`src/rtl/core_mem_pkg.sv`:
```
// core_mem_pkg
// Shared widths, LSU funct3 encodings, memory-stage FSM state encoding and
// the access-alignment helper used by the memory stage of the RV64IM pipeline.
package core_mem_pkg;

    localparam int XLEN_DFLT    = 64;
    localparam int RFIDX_W_DFLT = 5;

    // Load encodings
    localparam logic [2:0] F3_LB  = 3'b000;
    localparam logic [2:0] F3_LH  = 3'b001;
    localparam logic [2:0] F3_LW  = 3'b010;
    localparam logic [2:0] F3_LD  = 3'b011;
    localparam logic [2:0] F3_LBU = 3'b100;
    localparam logic [2:0] F3_LHU = 3'b101;
    localparam logic [2:0] F3_LWU = 3'b110;

    // Store encodings
    localparam logic [2:0] F3_SB  = 3'b000;
    localparam logic [2:0] F3_SH  = 3'b001;
    localparam logic [2:0] F3_SW  = 3'b010;
    localparam logic [2:0] F3_SD  = 3'b011;

    typedef enum logic [1:0] {
        S_IDLE = 2'd0,
        S_REQ  = 2'd1,
        S_WAIT = 2'd2
    } mem_state_e;

    // Access size lives in funct3[1:0] for both loads and stores.
    function automatic logic is_misaligned(input logic [1:0] size, input logic [2:0] off);
        logic bad;
        case (size)
            2'b01:   bad = off[0];
            2'b10:   bad = |off[1:0];
            2'b11:   bad = |off[2:0];
            default: bad = 1'b0;
        endcase
        return bad;
    endfunction

endpackage

```
`src/rtl/core_mem_if.sv`:
```
// core_mem_if
// Data-memory bus between the memory stage and the data memory.
//   req/we/addr/wdata/wstrb : master -> slave, held stable until gnt
//   gnt                     : slave accepts the request this cycle
//   rvalid/rdata            : read data return, never in the gnt cycle
interface core_mem_if #(
    parameter int XLEN = 64
) ();
    logic              req;
    logic              we;
    logic [XLEN-1:0]   addr;
    logic [XLEN-1:0]   wdata;
    logic [XLEN/8-1:0] wstrb;
    logic              gnt;
    logic              rvalid;
    logic [XLEN-1:0]   rdata;

    modport master (
        output req, we, addr, wdata, wstrb,
        input  gnt, rvalid, rdata
    );

    modport slave (
        input  req, we, addr, wdata, wstrb,
        output gnt, rvalid, rdata
    );
endinterface

```
`src/rtl/core_mem_align.sv`:
```
// core_mem_align
// Purely combinational byte-lane logic for the memory stage.
//   st_off_i/st_size_i/st_data_i : incoming access offset, size, store data
//   misalign_o                   : access crosses its natural alignment
//   wstrb_o/wdata_o              : store strobes and lane-shifted data
//   ld_off_i/ld_funct3_i/rdata_i : latched offset, load type, raw read data
//   ld_data_o                    : aligned, sign/zero-extended load data
module core_mem_align
    import core_mem_pkg::*;
#(
    parameter int XLEN = 64
) (
    input  logic [2:0]      st_off_i,
    input  logic [1:0]      st_size_i,
    input  logic [XLEN-1:0] st_data_i,
    output logic            misalign_o,
    output logic [7:0]      wstrb_o,
    output logic [XLEN-1:0] wdata_o,
    input  logic [2:0]      ld_off_i,
    input  logic [2:0]      ld_funct3_i,
    input  logic [XLEN-1:0] rdata_i,
    output logic [XLEN-1:0] ld_data_o
);

    logic [XLEN-1:0] ld_shift;

    assign misalign_o = is_misaligned(st_size_i, st_off_i);
    assign wdata_o    = st_data_i << {st_off_i, 3'b000};
    assign ld_shift   = rdata_i >> {ld_off_i, 3'b000};

    always_comb begin
        wstrb_o = 8'h00;
        case (st_size_i)
            2'b00:   wstrb_o = 8'h01 << st_off_i;
            2'b01:   wstrb_o = 8'h03 << st_off_i;
            2'b10:   wstrb_o = 8'h0F << st_off_i;
            default: wstrb_o = 8'hFF;
        endcase
    end

    always_comb begin
        ld_data_o = ld_shift;
        case (ld_funct3_i)
            F3_LB:   ld_data_o = {{(XLEN-8){ld_shift[7]}},   ld_shift[7:0]};
            F3_LH:   ld_data_o = {{(XLEN-16){ld_shift[15]}}, ld_shift[15:0]};
            F3_LW:   ld_data_o = {{(XLEN-32){ld_shift[31]}}, ld_shift[31:0]};
            F3_LBU:  ld_data_o = {{(XLEN-8){1'b0}},  ld_shift[7:0]};
            F3_LHU:  ld_data_o = {{(XLEN-16){1'b0}}, ld_shift[15:0]};
            F3_LWU:  ld_data_o = {{(XLEN-32){1'b0}}, ld_shift[31:0]};
            default: ld_data_o = ld_shift;
        endcase
    end

endmodule

```
`src/rtl/core_mem.sv`:
```
// core_mem
// Memory stage of the RV64IM pipeline; its registered outputs are the MEM/WB
// register. Loads/stores go over the req/gnt/rvalid bus on the dmem port.
//   valid_i/ready_o/flush_i        : EX/MEM handshake and kill
//   pc/instr/imm/alu/rs2/rsd_idx   : EX/MEM fields (alu is the address)
//   mem_read/mem_write/funct3      : access type, size and sign
//   mem2reg                        : write-back select, passed through
//   valid_o ... misalign_o         : MEM/WB entry, valid_o pulses once
//   dmem                           : data-memory bus master
//
// state  | meaning
// -------+-------------------------------------------------------------
// S_IDLE | ready for a new instruction; ALU ops and misaligned ops retire
// S_REQ  | bus request held stable until gnt
// S_WAIT | load granted, waiting for rvalid (kill_q drops the result)
module core_mem
    import core_mem_pkg::*;
#(
    parameter int XLEN    = XLEN_DFLT,
    parameter int RFIDX_W = RFIDX_W_DFLT
) (
    input  logic               clk,
    input  logic               rst_n,
    input  logic               valid_i,
    output logic               ready_o,
    input  logic               flush_i,
    input  logic [XLEN-1:0]    pc_i,
    input  logic [31:0]        instr_i,
    input  logic [XLEN-1:0]    imm_i,
    input  logic [RFIDX_W-1:0] rsd_idx_i,
    input  logic [XLEN-1:0]    alu_i,
    input  logic [XLEN-1:0]    rs2_i,
    input  logic               mem_read_i,
    input  logic               mem_write_i,
    input  logic [2:0]         funct3_i,
    input  logic [2:0]         mem2reg_i,
    output logic               valid_o,
    output logic [XLEN-1:0]    pc_o,
    output logic [31:0]        instr_o,
    output logic [XLEN-1:0]    imm_o,
    output logic [XLEN-1:0]    alu_o,
    output logic [RFIDX_W-1:0] rsd_idx_o,
    output logic [XLEN-1:0]    mem_data_o,
    output logic [2:0]         mem2reg_o,
    output logic               misalign_o,
    core_mem_if.master         dmem
);

    mem_state_e         state_q;
    logic               valid_q;
    logic               misalign_q;
    logic [XLEN-1:0]    pc_q;
    logic [31:0]        instr_q;
    logic [XLEN-1:0]    imm_q;
    logic [XLEN-1:0]    alu_q;
    logic [RFIDX_W-1:0] rsd_q;
    logic [XLEN-1:0]    mem_data_q;
    logic [2:0]         mem2reg_q;
    logic [2:0]         funct3_q;
    logic               is_load_q;
    logic               kill_q;
    logic               req_q;
    logic               we_q;
    logic [XLEN-1:0]    addr_q;
    logic [XLEN-1:0]    wdata_q;
    logic [7:0]         wstrb_q;

    logic               accept;
    logic               mem_op;
    logic               st_misalign;
    logic [7:0]         st_wstrb;
    logic [XLEN-1:0]    st_wdata;
    logic [XLEN-1:0]    ld_data;

    assign accept = valid_i && (state_q == S_IDLE) && !flush_i;
    assign mem_op = mem_read_i || mem_write_i;

    core_mem_align #(.XLEN(XLEN)) u_align (
        .st_off_i    (alu_i[2:0]),
        .st_size_i   (funct3_i[1:0]),
        .st_data_i   (rs2_i),
        .misalign_o  (st_misalign),
        .wstrb_o     (st_wstrb),
        .wdata_o     (st_wdata),
        .ld_off_i    (alu_q[2:0]),
        .ld_funct3_i (funct3_q),
        .rdata_i     (dmem.rdata),
        .ld_data_o   (ld_data)
    );

    always_ff @(posedge clk or negedge rst_n) begin
        if (!rst_n) begin
            state_q    <= S_IDLE;
            valid_q    <= 1'b0;
            misalign_q <= 1'b0;
            pc_q       <= '0;
            instr_q    <= '0;
            imm_q      <= '0;
            alu_q      <= '0;
            rsd_q      <= '0;
            mem_data_q <= '0;
            mem2reg_q  <= '0;
            funct3_q   <= '0;
            is_load_q  <= 1'b0;
            kill_q     <= 1'b0;
            req_q      <= 1'b0;
            we_q       <= 1'b0;
            addr_q     <= '0;
            wdata_q    <= '0;
            wstrb_q    <= '0;
        end else begin
            valid_q <= 1'b0;
            case (state_q)
                S_IDLE: begin
                    if (accept) begin
                        pc_q       <= pc_i;
                        instr_q    <= instr_i;
                        imm_q      <= imm_i;
                        alu_q      <= alu_i;
                        mem2reg_q  <= mem2reg_i;
                        funct3_q   <= funct3_i;
                        is_load_q  <= mem_read_i;
                        mem_data_q <= '0;
                        kill_q     <= 1'b0;
                        we_q       <= mem_write_i;
                        addr_q     <= {alu_i[XLEN-1:3], 3'b000};
                        wdata_q    <= st_wdata;
                        wstrb_q    <= mem_write_i ? st_wstrb : 8'h00;
                        if (mem_op && !st_misalign) begin
                            state_q    <= S_REQ;
                            req_q      <= 1'b1;
                            misalign_q <= 1'b0;
                            rsd_q      <= rsd_idx_i;
                        end else begin
                            valid_q    <= 1'b1;
                            misalign_q <= mem_op;
                            rsd_q      <= mem_op ? '0 : rsd_idx_i;
                        end
                    end
                end
                S_REQ: begin
                    if (dmem.gnt) begin
                        req_q <= 1'b0;
                        if (is_load_q) begin
                            // A granted load must still drain its rvalid.
                            state_q <= S_WAIT;
                            kill_q  <= flush_i;
                        end else begin
                            state_q <= S_IDLE;
                            valid_q <= !flush_i;
                        end
                    end else if (flush_i) begin
                        req_q   <= 1'b0;
                        state_q <= S_IDLE;
                    end
                end
                S_WAIT: begin
                    if (flush_i) begin
                        kill_q <= 1'b1;
                    end
                    if (dmem.rvalid) begin
                        state_q <= S_IDLE;
                        if (!kill_q && !flush_i) begin
                            valid_q    <= 1'b1;
                            mem_data_q <= ld_data;
                        end
                    end
                end
                default: begin
                    state_q <= S_IDLE;
                    req_q   <= 1'b0;
                end
            endcase
        end
    end

    assign ready_o    = (state_q == S_IDLE);
    assign valid_o    = valid_q;
    assign pc_o       = pc_q;
    assign instr_o    = instr_q;
    assign imm_o      = imm_q;
    assign alu_o      = alu_q;
    assign rsd_idx_o  = rsd_q;
    assign mem_data_o = mem_data_q;
    assign mem2reg_o  = mem2reg_q;
    assign misalign_o = misalign_q;

    assign dmem.req   = req_q;
    assign dmem.we    = we_q;
    assign dmem.addr  = addr_q;
    assign dmem.wdata = wdata_q;
    assign dmem.wstrb = wstrb_q;

endmodule

```
`src/flat_wrapper.sv`:
```
// flat-port wrapper written by rule: the top's interface ports become plain ports
module core_mem_flat import core_mem_pkg::*;
#(
    parameter int XLEN    = XLEN_DFLT,
    parameter int RFIDX_W = RFIDX_W_DFLT
)
  (clk, rst_n, valid_i, ready_o, flush_i, pc_i, instr_i, imm_i, rsd_idx_i, alu_i, rs2_i, mem_read_i, mem_write_i, funct3_i, mem2reg_i, valid_o, pc_o, instr_o, imm_o, alu_o, rsd_idx_o, mem_data_o, mem2reg_o, misalign_o, dmem_req, dmem_we, dmem_addr, dmem_wdata, dmem_wstrb, dmem_gnt, dmem_rvalid, dmem_rdata);
  core_mem_if #(.XLEN(XLEN)) dmem_i ();
  input  logic clk;
  input  logic rst_n;
  input  logic valid_i;
  output logic ready_o;
  input  logic flush_i;
  input  logic [XLEN-1:0] pc_i;
  input  logic [31:0] instr_i;
  input  logic [XLEN-1:0] imm_i;
  input  logic [RFIDX_W-1:0] rsd_idx_i;
  input  logic [XLEN-1:0] alu_i;
  input  logic [XLEN-1:0] rs2_i;
  input  logic mem_read_i;
  input  logic mem_write_i;
  input  logic [2:0] funct3_i;
  input  logic [2:0] mem2reg_i;
  output logic valid_o;
  output logic [XLEN-1:0] pc_o;
  output logic [31:0] instr_o;
  output logic [XLEN-1:0] imm_o;
  output logic [XLEN-1:0] alu_o;
  output logic [RFIDX_W-1:0] rsd_idx_o;
  output logic [XLEN-1:0] mem_data_o;
  output logic [2:0] mem2reg_o;
  output logic misalign_o;
  output wire logic [$bits(dmem_i.req)-1:0] dmem_req;
  output wire logic [$bits(dmem_i.we)-1:0] dmem_we;
  output wire logic [$bits(dmem_i.addr)-1:0] dmem_addr;
  output wire logic [$bits(dmem_i.wdata)-1:0] dmem_wdata;
  output wire logic [$bits(dmem_i.wstrb)-1:0] dmem_wstrb;
  input wire logic [$bits(dmem_i.gnt)-1:0] dmem_gnt;
  input wire logic [$bits(dmem_i.rvalid)-1:0] dmem_rvalid;
  input wire logic [$bits(dmem_i.rdata)-1:0] dmem_rdata;
  assign dmem_req = dmem_i.req;
  assign dmem_we = dmem_i.we;
  assign dmem_addr = dmem_i.addr;
  assign dmem_wdata = dmem_i.wdata;
  assign dmem_wstrb = dmem_i.wstrb;
  assign dmem_i.gnt = dmem_gnt;
  assign dmem_i.rvalid = dmem_rvalid;
  assign dmem_i.rdata = dmem_rdata;
  core_mem #(.XLEN(XLEN), .RFIDX_W(RFIDX_W)) u_core (.clk(clk), .rst_n(rst_n), .valid_i(valid_i), .ready_o(ready_o), .flush_i(flush_i), .pc_i(pc_i), .instr_i(instr_i), .imm_i(imm_i), .rsd_idx_i(rsd_idx_i), .alu_i(alu_i), .rs2_i(rs2_i), .mem_read_i(mem_read_i), .mem_write_i(mem_write_i), .funct3_i(funct3_i), .mem2reg_i(mem2reg_i), .valid_o(valid_o), .pc_o(pc_o), .instr_o(instr_o), .imm_o(imm_o), .alu_o(alu_o), .rsd_idx_o(rsd_idx_o), .mem_data_o(mem_data_o), .mem2reg_o(mem2reg_o), .misalign_o(misalign_o), .dmem(dmem_i));
endmodule
```
`config.mk`:
```
export PLATFORM = sky130hd
export DESIGN_NAME = core_mem_flat
export DESIGN_NICKNAME = d
export VERILOG_FILES = /design/src/rtl/core_mem_pkg.sv /design/src/rtl/core_mem_if.sv /design/src/rtl/core_mem_align.sv /design/src/rtl/core_mem.sv /design/src/flat_wrapper.sv
export SDC_FILE = /design/constraint.sdc
export NUM_CORES = 1
export LEC_CHECK = 0
export BUFFER_PORTS_ARGS = -buffer_cell sky130_fd_sc_hd__buf_2
export CORE_AREA = 2 2 311 313
export DETAILED_ROUTE_END_ITERATION = 12
export DIE_AREA = 0 0 313 315
export MAX_ROUTING_LAYER = met4
export PLACE_DENSITY = 0.49
export SYNTH_ARGS = -nofsm -noshare
export SYNTH_HDL_FRONTEND = slang
export SYNTH_HIERARCHICAL = 1
export SYNTH_SLANG_ARGS = --single-unit
export TNS_END_PERCENT = 100
```
`constraint.sdc`:
```
create_clock -name clk -period 3.8 [get_ports clk]
set_input_delay 0.57 -clock clk [delete_from_list [all_inputs] [get_ports clk]]
set_output_delay 0.57 -clock clk [all_outputs]
set_load 0.02 [all_outputs]
```
**Word level (Yosys, flattened, before mapping)**

Index checks and enable logic that the tools add are counted.

- Bits in registers: 440
- Bits in latches: 0
- RAM bits: 0
- Memory bits (read-only): 0
- Memories kept: 0

- $add $sub $neg: 0
- $mul: 0
- Divide/modulo/power cells: 0
- $lt $le $gt $ge: 0
- Equal/unequal tests: 18
- Shift-type cells: 5
- Multiplexer cells: 35
- Bitwise logic cells: 1
- Reduce and logical (&&, ||, !) cells: 20

Operators with widths:

| cell | number |
|---|---|
| 64-bit case mux with 6 select lines | 1 |
| 64-bit 2-to-1 mux | 3 |
| 64-bit case mux with 2 select lines | 1 |
| 64-bit by 6-bit left shift with 64-bit output | 1 |
| 64-bit by 6-bit right shift with 64-bit output | 1 |
| 8-bit case mux with 3 select lines | 1 |
| 1-bit 2-to-1 mux | 15 |
| 2-bit 2-to-1 mux | 6 |
| 1-bit case mux with 3 select lines | 4 |
| 4-bit AND reduction | 3 |
| 5-bit 2-to-1 mux | 2 |
| 3-bit equality test, second input constant | 3 |
| 8-bit 2-to-1 mux | 1 |
| 2-bit by 1-bit != test with 1-bit output, second input constant | 4 |
| 1-bit by 3-bit left shift with 8-bit output, first input constant | 1 |
| 2-bit by 3-bit left shift with 8-bit output, first input constant | 1 |
| 4-bit by 3-bit left shift with 8-bit output, first input constant | 1 |
| 2-bit equality test, second input constant | 3 |
| 2-bit != test, second input constant | 3 |
| 2-bit case mux with 3 select lines | 1 |
| 5-bit AND reduction | 1 |
| 2-bit by 1-bit equality test with 1-bit output, second input constant | 2 |
| 1-bit logical AND | 4 |
| 2-bit logical NOT | 2 |
| other kinds (12) | 14 |

**Depth between registers and ports, before layout**

Gate-level depths: netlist (run 1).

- Depth in word-level cells: 7
- Mapped depth: 10
- Mapped depth without buffers: 9

**Cells and area by module**

Netlist (run 1), hierarchy kept.

By module, submodules not included:

| module | times used | cells an instance | area each (sq um) |
|---|---|---|---|
| core_mem | 1 | 1,058 | 14,821.7 |
| core_mem_align | 1 | 541 | 4,271.6 |

**Least setup slack after synthesis (run 1)**

Ideal clock, no wire load.

- Kind: input to register
- From: input port alu_i[0]
- To: register u_core.state_q[1]
- Setup time: 0.079 ns
- Data arrival time: 2.224 ns
- Slack: 1.497 ns
- Stages: 10
- Buffers on the path: 4
- Path through: buf_2 -> buf_2 -> buf_2 -> buf_2 -> a21oi_1 -> nor3_1 -> o21bai_1 -> or2_2 -> a21oi_1 -> mux2i_1

- Longest elaborated chain between the ends: 6
- Elaborated cells on any way between the ends: 7

Ends and longest elaborated chain:

| what | RTL line | source |
|---|---|---|
| start: declaration | flat_wrapper.sv:18 | `input logic [XLEN-1:0] alu_i;` |
| 3-bit OR reduction or 2-bit OR reduction (tied branches) | core_mem_pkg.sv:36, core_mem_pkg.sv:35 |  |
| 1-bit case mux with 3 select lines * | core_mem_pkg.sv:33 | `case (size)` |
| via u_core.st_misalign | core_mem.sv:70 | `logic st_misalign;` |
| 1-bit logical NOT * | core_mem.sv:129 | `if (mem_op && !st_misalign) begin` |
| 1-bit logical AND * | core_mem.sv:129 |  |
| 2-bit by 1-bit != test with 1-bit output (no line) * | - |  |
| 4-bit AND reduction (no line) * | - |  |
| end signal: assignment | core_mem.sv:130 | `state_q <= S_REQ;` |
| end signal: assignment | core_mem.sv:146 | `state_q <= S_WAIT;` |
| end signal: assignment | core_mem.sv:149 | `state_q <= S_IDLE;` |
| end: declaration | core_mem.sv:49 | `mem_state_e state_q;` |

The timed path passes the listed nets; every way through them passes the cells marked *.
A chain may end at the register's enable or synchronous reset.

**Worst setup path in the final report (run 1)**

- From: register u_core.alu_q[1], in the netlist u_core/alu_o[1]
- To: register u_core.mem_data_q[55], in the netlist u_core/mem_data_o[55]

- Longest elaborated chain between the ends: 5

Ends and longest elaborated chain:

| what | RTL line | source |
|---|---|---|
| start: declaration | core_mem.sv:55 | `logic [XLEN-1:0] alu_q;` |
| start signal: assignment | core_mem.sv:119 | `alu_q <= alu_i;` |
| 64-bit by 6-bit right shift with 64-bit output | core_mem_align.sv:29 | `assign ld_shift = rdata_i >> {ld_off_i, 3'b000};` |
| 64-bit case mux with 6 select lines | core_mem_align.sv:43 | `case (ld_funct3_i)` |
| via u_core.ld_data[55] | core_mem.sv:73 | `logic [XLEN-1:0] ld_data;` |
| 64-bit 2-to-1 mux | core_mem.sv:163 | `if (!kill_q && !flush_i) begin` |
| 64-bit 2-to-1 mux | core_mem.sv:161 | `if (dmem.rvalid) begin` |
| 64-bit case mux with 2 select lines | core_mem.sv:113 | `case (state_q)` |
| end signal: assignment | core_mem.sv:165 | `mem_data_q <= ld_data;` |
| end: declaration | core_mem.sv:57 | `logic [XLEN-1:0] mem_data_q;` |

The timed path passes the listed nets, and every way through them passes these cells. The select of a mux whose other input is x is not followed.

==> results of run 1 <==
## flip-flops by register name, summed over array words and instances (netlist names), 2 cells and up
register and flops:
u_core/dmem.wdata 64, u_core/mem_data_o 64, u_core/imm_o 64, u_core/pc_o 64, u_core/funct3_q 3, u_core/mem2reg_o 3, u_core/instr_o 32, u_core/alu_o 63
u_core/dmem.wstrb 8, u_core/rsd_idx_o 5, u_core/state_q 2
## repair_timing
action	CTS	global route
endpoints found under the setup margin	0	0
hold endpoints to repair	68	0
hold buffers	1	0
## layer usage
layer | track usage [%] | up-vias
met5 | - | -
met4 | 4.20 | 0
met3 | 3.55 | 95
met2 | 23.9 | 620
met1 | 18.8 | 7733
li1 | - | 7049
## layout by cell type, fill, tap and decap left out, drive strengths merged, types with 5 or more instances in the layout
cell       n
buf      841
dfrtp    379
mux2     330
nand2    191
o21ai    113
mux2i     79
clkbuf    75
nor2      61
mux4      40
nand4     26
a21oi     25
nor2b     21
and2      19
nand3     18
inv       15
o22ai     11
ha        10
and3       9
clkinv     9
o2bb2ai    8
o2111ai    8
bufinv     6
a22o       6
o32ai      6
diode      5
nand3b     5
a21o       5
## critical path: cells and delay by family, from the launching register on
kind / cells / cell delay, ps
compound gates: 3 / 390
buf+inv: 2 / 760
flops: 1 / 800
mux: 1 / 230
simple gates: 2 / 250
## cell type report
cell class              count  area [um2]  share of cell area (%)
well taps                1276        1600                    6.21
clock buffers              75        1470                    5.70
diodes                      5        12.5                  0.0486
repair buffers            842        4400                    17.1
inverters                  14        52.6                   0.204
clock inverters            18         308                    1.20
multi-input cells        1023        8400                    32.7
flip-flops and latches    379        9490                    36.9
## stage by stage
stage	utilization, %	hold slack (ps)	area, um2	std cells	power, mW
2_1_floorplan	-	274	19100	1601	13.8
3_3_place_gp	25.0	461	23900	3533	17.3
3_5_place_dp	25.0	465	23900	3533	17.3
4_1_cts	26.9	96.7	25700	3627	22.5
5_1_grt	26.9	111	25700	3631	23.5
6_report	26.9	165	25700	3632	22.2
## worst max path at each step
stage / startpoint / end / cells past startpoint
floorplan: alu_i[0] / u_core/state_q[1]$_DFFE_PN0P_ / 10
global placement: funct3_i[0] / u_core/rsd_idx_o[3]$_DFFE_PN0P_ / 9
detailed placement: funct3_i[0] / u_core/rsd_idx_o[3]$_DFFE_PN0P_ / 9
CTS: u_core/alu_o[2]$_DFFE_PN0P_ / alu_o[2] / 2
global route: u_core/alu_o[1]$_DFFE_PN0P_ / u_core/mem_data_o[54]$_DFFE_PN0P_ / 8
finish: u_core/alu_o[1]$_DFFE_PN0P_ / u_core/mem_data_o[55]$_DFFE_PN0P_ / 8
## power breakdown
part	internal, mW	switching [mW]	total (mW)
combinational	3.94	6.27	10.2
sequential	5.75	1.18	6.93
clock	3.09	1.98	5.07
## logic make-up after synthesis
kind of cell,after synthesis,share of synthesized area (%)
multiplexers,449,28.5
flip-flops,379,49.7
AND/OR/NAND/NOR,365,8.65
buffers and inverters,199,6.45
AO/OA/AOI/OAI,196,6.09
adder cells (fa/ha/maj),10,0.655
other,1,0.0196
==> results.py, run 1 <==
metrics = {
    "routing": {
        "top_signal_layer_used": "met4",
        "post_drt_wl_per_cell_um": 20.7,
        "detailroute.via_count": 15500,
        "detail_route.wirelength_mm": 75.2,
        "drt_iter0_drc": 986,
        "number_of_nets_still_failing_antenna_checks_after_routing": 0,
        "drt_pre_antenna_iters": 5,
        "dr_wl_met3_mm": 4.89,
        "detail_route.drc_violations": 0,
        "post_drt_via_cell_ratio": 4.27,
        "m1WireLength_mm": 32.2,
        "met2WireLength_mm": 36.2,
    },
    "clock_network": {
        "post-cts-setup-buffer-count": 0,
        "htreeDepth": 2,
        "cts_sink_count": 379,
        "max-clock-path-buffers": 3,
        "tritoncts.num_buffers": 50,
        "clkLatencyLatePin_ps": 610,
        "cts.root.buffer_cell": "sky130_fd_sc_hd__clkbuf_16",
        "tritoncts": "built",
        "postCtsResizedCells": 0,
        "cts.reportedPaths.clkPinSlew_ps": 60,
    },
    "timing": {
        "tightest_slew_ps": 857,
        "timing.final.crit_share_pct": 68.5,
        "maxClockFrequency_mhz": 384,
        "final-hold-violation-count": 0,
        "grt_setup_unrepaired": "no",
        "setup_viol_count_final": 0,
        "finalWorstPathRequiredPeriod_ps": 2600,
        "timing.final.ws_setup_ps": 1200,
        "number_of_slew_limit_violations_in_the_final_report": 0,
        "finalClockSkew_ps": 21.5,
        "tns_ps": 0,
        "slew-limit-headroom_pct": 42.8,
    },
    "synth": {
        "synth_top_area_share_pct": 49.7,
        "cell_types_occupying_the_most_area_after_synthesis": "sky130_fd_sc_hd__dfrtp_1 (50%), sky130_fd_sc_hd__mux2_2 (19%), sky130_fd_sc_hd__mux2i_1 (4.1%)",
        "synth_area_per_cell_um2": 11.9,
        "sequential_fraction_of_the_synthesis_area_pct": 49.7,
        "synth_warnings": 6,
        "synth_edf_count": 0,
        "postSynthRegisterBits": 379,
        "top_count_cell_post_synth": "sky130_fd_sc_hd__dfrtp_1",
        "post_synth_num_cell_types": 51,
        "ys_async_sr_fraction_pct": 100,
        "synthesis.area_um2": 19100,
        "synth_commonest_cells": "sky130_fd_sc_hd__dfrtp_1 (379), sky130_fd_sc_hd__mux2_2 (330), sky130_fd_sc_hd__nand2_1 (190)",
        "ys.flop_type": "sky130_fd_sc_hd__dfrtp_1",
        "syn_inst": 1599,
        "leading_area_contributor_after_synthesis": "sky130_fd_sc_hd__dfrtp_1",
    },
    "grt": {
        "grt_first_pass_wirelength_mm": 107,
        "antenna_found_initial": 9,
        "grt_pass1_vias": 15600,
        "grt_max_degree": 111,
        "grt_remaining_overflow": 0,
        "gr-usage-all-layers_pct": 14.9,
    },
    "worst_setup_path": {
        "worstSetupStartpointType": "register",
        "r2r.worst_path.cells": 8,
        "reg2reg_setup_slack_ps": 1200,
        "worst_r2r_endpoint": "u_core/mem_data_o[55]$_DFFE_PN0P_",
        "cp_data_required_time_ps": 4250,
        "worst_r2r_startpoint": "u_core/alu_o[1]$_DFFE_PN0P_",
        "critical_path.max_stage_delay_ps": 800,
        "worst-setup-path-type": "reg -> reg",
        "cp.arrival_ps": 3050,
        "cell_repeated_most_along_the_worst_path": "sky130_fd_sc_hd__buf_4",
        "cp_cell_sequence": "buf_4 > mux2i_1 > a22oi_1 > nand4_1 > buf_4 > o2111ai_1 > nand2_1 > o21ai_1",
        "worstSetupEndpointType": "register",
        "cp_slowest_cell": "sky130_fd_sc_hd__dfrtp_2",
        "critPathMaxFanout": 41,
    },
    "outcome": {
        "run_status": "complete, no violations",
    },
    "floorplanning": {
        "placeableCoreArea_um2": 95700,
        "die_y_um": 315,
        "floorplan.rows": 114,
        "initial_core_util_pct": 19.9,
        "i_o_pin_count": 808,
        "fp.dieW_um": 313,
        "design.die.area_um2": 98600,
    },
    "placed_design": {
        "numPortBuffers": 804,
        "dp_hpwl_mm": 57.5,
        "pre_cts_ws_ps": 1120,
        "gp_routability_congestion": 0.874,
    },
    "finish": {
        "nets": 2691,
        "final.fill_count": 10300,
        "area_growth_pct": 34.7,
        "drive_gt1_share_pct": 55.0,
    },
    "power_and_ir_drop": {
        "leakagePower_nw": 12.4,
        "peakVddDrop_uv": 492,
        "power.density_nw_per_um2": 864,
    },
    "min_path": {
        "timing.hold.worst.start": "rsd_idx_i[1]",
        "timing.hold.worst_path_depth": 2,
        "worst_hold_path_type": "in -> reg",
        "hold_end": "u_core/rsd_idx_o[1]$_DFFE_PN0P_",
    },
    "job": {
        "max_cap_viol_count": 0,
    },
}
Power figures use the tool's default switching activity.
==> inputs of run 2 (changes only) <==
==> constraint.sdc (replaced) <==
create_clock -name clk -period 2.6 [get_ports clk]
set_input_delay 0.39 -clock clk [delete_from_list [all_inputs] [get_ports clk]]
set_output_delay 0.39 -clock clk [all_outputs]
set_load 0.02 [all_outputs]
==> run 2 against run 1 <==
Count of clock-buffer cells in the layout down 16. Clock skew decreased by 0.92 ps. Final cell count increased by 7.1%. Routed wire length up 2.9%. Combinational power is 53% higher. Critical path depth unchanged. Clock power rose by 40%. Highest routed layer unchanged.
==> results.py, run 2 (synthesis gave the netlist of run 1 again) <==
metrics = {
    "routing": {
        "post_drt_wl_per_cell_um": 19.9,
        "post_drt_via_cell_ratio": 4.22,
        "drt_iter0_drc": 911,
        "detail_route.drc_violations": 0,
        "detailroute.via_count": 16400,
        "detail_route.wirelength_mm": 77.3,
        "drt_pre_antenna_iters": 5,
        "number_of_nets_still_failing_antenna_checks_after_routing": 0,
    },
    "finish": {
        "multi_input_area_um2": 8400,
        "drive_gt1_share_pct": 51.4,
        "final_common_cell": "sky130_fd_sc_hd__buf_2",
        "nets": 2951,
        "most-common-layout-cells": "sky130_fd_sc_hd__buf_2 (802), sky130_fd_sc_hd__dfrtp_1 (376), sky130_fd_sc_hd__mux2_2 (330), sky130_fd_sc_hd__dlygate4sd3_1 (223), sky130_fd_sc_hd__nand2_1 (190)",
        "ff_latch_area_um2": 9490,
        "area_growth_pct": 48.1,
        "final.fill_count": 10100,
    },
    "worst_setup_path": {
        "r2r.worst_path.cells": 8,
        "crit_start": "u_core/alu_o[1]$_DFFE_PN0P_",
        "worstSetupStartpointType": "register",
        "cp_data_required_time_ps": 3080,
        "worstSetupEndpointType": "register",
        "critPathMaxFanout": 31,
        "reg2reg_setup_slack_ps": 300,
        "worst_r2r_endpoint": "u_core/mem_data_o[43]$_DFFE_PN0P_",
        "crit_end": "u_core/mem_data_o[43]$_DFFE_PN0P_",
        "worst-setup-path-type": "reg -> reg",
        "worst_r2r_startpoint": "u_core/alu_o[1]$_DFFE_PN0P_",
        "cp.arrival_ps": 2780,
    },
    "clock_network": {
        "htreeDepth": 2,
        "cts.reportedPaths.clkPinSlew_ps": 60,
        "clkLatencyLatePin_ps": 610,
        "tritoncts.num_buffers": 49,
        "max-clock-path-buffers": 3,
        "cts_sink_count": 379,
        "cts.root.buffer_cell": "sky130_fd_sc_hd__clkbuf_16",
        "tritoncts": "built",
        "post-cts-setup-buffer-count": 0,
    },
    "timing": {
        "maxClockFrequency_mhz": 435,
        "setup_viol_count_final": 0,
        "slew-limit-headroom_pct": 44.7,
        "tightest_slew_ps": 828,
        "grt_setup_unrepaired": "no",
        "final-hold-violation-count": 0,
        "finalClockSkew_ps": 20.6,
        "finalWorstPathRequiredPeriod_ps": 2300,
        "tns_ps": 0,
        "timing.final.crit_share_pct": 88.4,
        "number_of_slew_limit_violations_in_the_final_report": 0,
    },
    "floorplanning": {
        "placeableCoreArea_um2": 95700,
        "fp.dieW_um": 313,
        "die_y_um": 315,
        "design.die.area_um2": 98600,
        "initial_core_util_pct": 19.9,
        "i_o_pin_count": 808,
        "floorplan.rows": 114,
    },
    "placed_design": {
        "gp_routability_congestion": 0.876,
        "numPortBuffers": 804,
        "dp_hpwl_mm": 58.6,
    },
    "power_and_ir_drop": {
        "peakVddDrop_uv": 877,
        "finalPower_mw": 32.8,
        "leakagePower_nw": 13.5,
        "power.density_nw_per_um2": 1160,
    },
    "outcome": {
        "run_status": "complete, no violations",
    },
    "grt": {
        "grt_first_pass_wirelength_mm": 110,
        "antenna_found_initial": 9,
        "grt_max_degree": 85,
        "grt_remaining_overflow": 0,
        "gr-usage-all-layers_pct": 15.3,
        "grt_pass1_vias": 16700,
    },
    "min_path": {
        "worst_hold_path_type": "in -> reg",
    },
    "job": {
        "max_cap_viol_count": 0,
    },
}
run 2: cell count changes in the layout (fill, tap and decap cells not counted), sizes merged:
cell and delta:
buf +39, bufinv -2, clkbuf -16, clkinv +3, clkinvlp +10, dlygate4sd3 +222, inv +1
run 2: cell type report:
type                            count  area share [%]
Timing Repair Buffer             1103            24.9
Sequential cell                   379            33.6
Inverter                           14           0.186
Tap cell                         1276            5.65
Multi-Input combinational cell   1023            29.7
Clock inverter                     30            1.13
Clock buffer                       59            4.83
Antenna cell                        5          0.0443
run 2: through the flow:
| step | area [um2] | setup WS, ps | hold slack [ps] | utilization [%] | cells |
|---|---|---|---|---|---|
| floorplan | 19100 | 477 | 94.4 | - | 1601 |
| global placement | 24300 | 229 | 364 | 25.4 | 3572 |
| detailed placement | 24300 | 231 | 369 | 25.4 | 3572 |
| CTS | 28300 | 273 | 2.25 | 29.5 | 3884 |
| global route | 28300 | 71.6 | 22.2 | 29.5 | 3888 |
| finish | 28300 | 303 | 50.5 | 29.5 | 3889 |
run 2: worst min-delay path by stage:
stage	slack, ps	start	cells after the start	to
final	50	imm_i[32]	2	u_core/imm_o[32]$_DFFE_PN0P_
after floorplan	90	rst_n	0	u_core/alu_o[0]$_DFFE_PN0P_
after global placement	360	rst_n	1	u_core/dmem.wdata[31]$_DFFE_PN0P_
after CTS	2	imm_i[32]	2	u_core/imm_o[32]$_DFFE_PN0P_
after detailed placement	370	rst_n	1	u_core/dmem.wdata[33]$_DFFE_PN0P_
after global routing	20	pc_i[46]	2	u_core/pc_o[46]$_DFFE_PN0P_
run 2: power by group:
part	switching [mW]	leakage [nW]	internal, mW
logic	9.32	8.06	6.26
registers	1.67	4.67	8.41
clock network	2.94	0.797	4.16
run 2: layer usage:
| metal | share of wire, % | track usage, % |
|---|---|---|
| met5 | 0 | - |
| met4 | 3.7 | 6.11 |
| met3 | 6.7 | 3.73 |
| met2 | 48 | 24.4 |
| met1 | 41 | 18.7 |
run 2: worst max-delay path: stages (launching register included):
cell and delay [ps]:
sky130_fd_sc_hd__dfrtp_2 710, sky130_fd_sc_hd__buf_4 290, sky130_fd_sc_hd__mux2i_1 220, sky130_fd_sc_hd__a22oi_1 110
sky130_fd_sc_hd__nand4_1 130, sky130_fd_sc_hd__buf_4 330, sky130_fd_sc_hd__nand4_1 180, sky130_fd_sc_hd__nand2_1 130
sky130_fd_sc_hd__o21ai_1 70
run 2: what timing repair did:
action	4_1_cts	5_1_grt
hold buffers	223	0
hold endpoints to repair	262	0
resized for setup	0	0
==> inputs of run 3 (changes only) <==
--- a/config.mk
+++ b/config.mk
@@ -6,11 +6,13 @@
 export NUM_CORES = 1
 export LEC_CHECK = 0
 export BUFFER_PORTS_ARGS = -buffer_cell sky130_fd_sc_hd__buf_2
-export CORE_AREA = 2 2 311 313
+export CELL_PAD_IN_SITES_DETAIL_PLACEMENT = 0
+export CELL_PAD_IN_SITES_GLOBAL_PLACEMENT = 1
+export CORE_AREA = 2 2 318 320
 export DETAILED_ROUTE_END_ITERATION = 12
-export DIE_AREA = 0 0 313 315
+export DIE_AREA = 0 0 320 322
 export MAX_ROUTING_LAYER = met4
-export PLACE_DENSITY = 0.49
+export PLACE_DENSITY = 0.57
 export SYNTH_ARGS = -nofsm -noshare
 export SYNTH_HDL_FRONTEND = slang
 export SYNTH_HIERARCHICAL = 1
==> run 3 against run 2 <==
Power increased by 0.71%. Sequential cell count stayed put. Worst setup slack got worse by 35 ps. Via count fell by 0.87%. Clock skew increased by 7.3 ps. Combinational power barely moved.
==> results.py, run 3 (synthesis gave the netlist of run 1 again) <==
metrics = {
    "grt": {
        "grt_first_pass_wirelength_mm": 113,
        "grt_max_degree": 71,
        "grt_pass1_vias": 16900,
        "gr-usage-all-layers_pct": 15.0,
        "antenna_found_initial": 13,
        "grt_remaining_overflow": 0,
    },
    "power_and_ir_drop": {
        "p_switching_mw": 13.9,
        "power.switching_fraction_pct": 42.1,
        "power.density_nw_per_um2": 1160,
        "peakVddDrop_uv": 744,
        "leakagePower_nw": 13.5,
        "comb_power_share_pct": 47.4,
        "p_seq_share_pct": 30.5,
        "cellInternalPower_mw": 19.1,
        "share_clk_of_total_power_pct": 22.0,
    },
    "worst_setup_path": {
        "worst_r2r_endpoint": "u_core/mem_data_o[28]$_DFFE_PN0P_",
        "r2r.worst_path.cells": 7,
        "cp.arrival_ps": 2800,
        "cp_data_required_time_ps": 3060,
        "worstSetupStartpointType": "register",
        "critPathMaxFanout": 31,
        "worst_r2r_startpoint": "u_core/alu_o[0]$_DFFE_PN0P_",
        "reg2reg_setup_slack_ps": 270,
        "worstSetupEndpointType": "register",
        "worst-setup-path-type": "reg -> reg",
    },
    "routing": {
        "drt_pre_antenna_iters": 5,
        "detail_route.wirelength_mm": 79.0,
        "dr_wl_met3_mm": 5.50,
        "number_of_nets_still_failing_antenna_checks_after_routing": 0,
        "detailroute.via_count": 16300,
        "drt_iter0_drc": 858,
        "m1WireLength_mm": 32.3,
        "post_drt_wl_per_cell_um": 20.2,
        "top_signal_layer_used": "met4",
        "detail_route.drc_violations": 0,
        "post_drt_via_cell_ratio": 4.16,
        "met2WireLength_mm": 39.0,
    },
    "placed_design": {
        "post_dp_cell_area_um2": 24300,
        "placedCellCount": 3581,
        "pre_cts_ws_ps": 236,
        "numPortBuffers": 804,
        "gp_routability_congestion": 0.797,
        "dp_hpwl_mm": 59.9,
    },
    "min_path": {
        "worst_hold_path_type": "in -> reg",
        "hold_end": "u_core/imm_o[56]$_DFFE_PN0P_",
        "timing.hold.worst.start": "imm_i[56]",
        "timing.hold.worst_path_depth": 2,
    },
    "floorplanning": {
        "placeableCoreArea_um2": 99600,
        "fp.dieW_um": 320,
        "die_y_um": 322,
        "initial_core_util_pct": 19.2,
        "floorplan.rows": 116,
        "i_o_pin_count": 808,
        "design.die.area_um2": 103000,
    },
    "timing": {
        "grt_setup_unrepaired": "no",
        "finalWorstPathRequiredPeriod_ps": 2330,
        "setup_viol_count_final": 0,
        "tightest_slew_ps": 1040,
        "maxClockFrequency_mhz": 429,
        "slew-limit-headroom_pct": 30.6,
        "number_of_slew_limit_violations_in_the_final_report": 0,
        "tns_ps": 0,
        "finalClockSkew_ps": 27.9,
        "timing.final.ws_setup_ps": 268,
        "timing.final.crit_share_pct": 89.7,
        "final-hold-violation-count": 0,
    },
    "finish": {
        "nets": 2945,
        "final.fill_count": 10500,
        "final_common_cell": "sky130_fd_sc_hd__buf_2",
        "drive_gt1_share_pct": 50.6,
        "most-common-layout-cells": "sky130_fd_sc_hd__buf_2 (802), sky130_fd_sc_hd__dfrtp_1 (376), sky130_fd_sc_hd__mux2_2 (330), sky130_fd_sc_hd__dlygate4sd3_1 (229), sky130_fd_sc_hd__nand2_1 (190)",
        "ff_latch_area_um2": 9490,
        "final_cell_area_um2": 28400,
        "multi_input_area_um2": 8400,
        "layout.cells.non_filler": 3910,
        "area_growth_pct": 48.5,
    },
    "clock_network": {
        "cts.root.buffer_cell": "sky130_fd_sc_hd__clkbuf_16",
        "cts_sink_count": 379,
        "clkLatencyLatePin_ps": 620,
        "htreeDepth": 2,
        "tritoncts": "built",
        "cts.reportedPaths.clkPinSlew_ps": 60,
        "max-clock-path-buffers": 3,
        "tritoncts.num_buffers": 50,
        "post-cts-setup-buffer-count": 0,
    },
    "outcome": {
        "run_status": "complete, no violations",
    },
    "job": {
        "max_cap_viol_count": 0,
    },
}
## run 3: changes by cell type in the layout (fill, tap and decap cells not counted), sizes merged
cell	change
dlygate4sd3	+6
buf	-13
diode	+5
clkinv	-4
bufinv	+2
clkinvlp	-8
clkbuf	+11
## run 3: cell type report
type                    count  area share [%]
flip-flops and latches    379            33.5
multi-input cells        1023            29.6
repair buffers           1096            24.9
well taps                1298            5.73
clock buffers              70            5.00
clock inverters            20           0.997
inverters                  14           0.185
diodes                     10          0.0883
## run 3: power by group through the flow
stage | logic (mW) | clock network, mW | registers, mW
after floorplan | 7.34 | 0 | 12.9
final | 15.7 | 7.27 | 10.1
after global routing | 16.7 | 7.77 | 10.4
after global placement | 15.6 | 0 | 10.1
after CTS | 15.9 | 7.58 | 10.1
after detailed placement | 15.5 | 0 | 10.1
## run 3: worst max path at each step
stage,from,to,slack (ps),cells past startpoint
5_1_grt,u_core/alu_o[1]$_DFFE_PN0P_,u_core/mem_data_o[16]$_DFFE_PN0P_,140,7
3_3_place_gp,alu_i[1],u_core/dmem.req$_DFFE_PN0P_,270,9
2_1_floorplan,alu_i[0],u_core/state_q[1]$_DFFE_PN0P_,480,10
3_5_place_dp,alu_i[1],u_core/dmem.req$_DFFE_PN0P_,240,9
4_1_cts,u_core/alu_o[0]$_DFFE_PN0P_,u_core/mem_data_o[28]$_DFFE_PN0P_,290,7
6_report,u_core/alu_o[0]$_DFFE_PN0P_,u_core/mem_data_o[28]$_DFFE_PN0P_,270,7
## run 3: stage by stage
stage	power, mW	utilization (%)	hold slack, ps
CTS	33.6	28.5	0.932
global placement	25.7	24.4	384
detailed placement	25.7	24.4	381
floorplan	20.2	-	94.4
global route	34.9	28.5	25.1
finish	33.0	28.5	66.3
## run 3: worst max-delay path, stage by stage, from the launching register on
cell and delay (ps):
sky130_fd_sc_hd__dfrtp_2 540, sky130_fd_sc_hd__buf_12 270, sky130_fd_sc_hd__mux4_2 520, sky130_fd_sc_hd__nor2b_1 140, sky130_fd_sc_hd__o21ai_0 420, sky130_fd_sc_hd__nand3_1 130
sky130_fd_sc_hd__nand2_1 90, sky130_fd_sc_hd__o21ai_0 80
## run 3: repair_timing
action / CTS / global route
hold buffers: 229 / 0
endpoints found under the hold margin: 266 / 0
gates resized for setup: 0 / 0
## run 3: per-layer routing
layer	up-vias	track usage, %
met1	8034	17.8
met3	114	4.03
met5	-	-
li1	7544	-
met4	0	4.68
met2	567	24.8
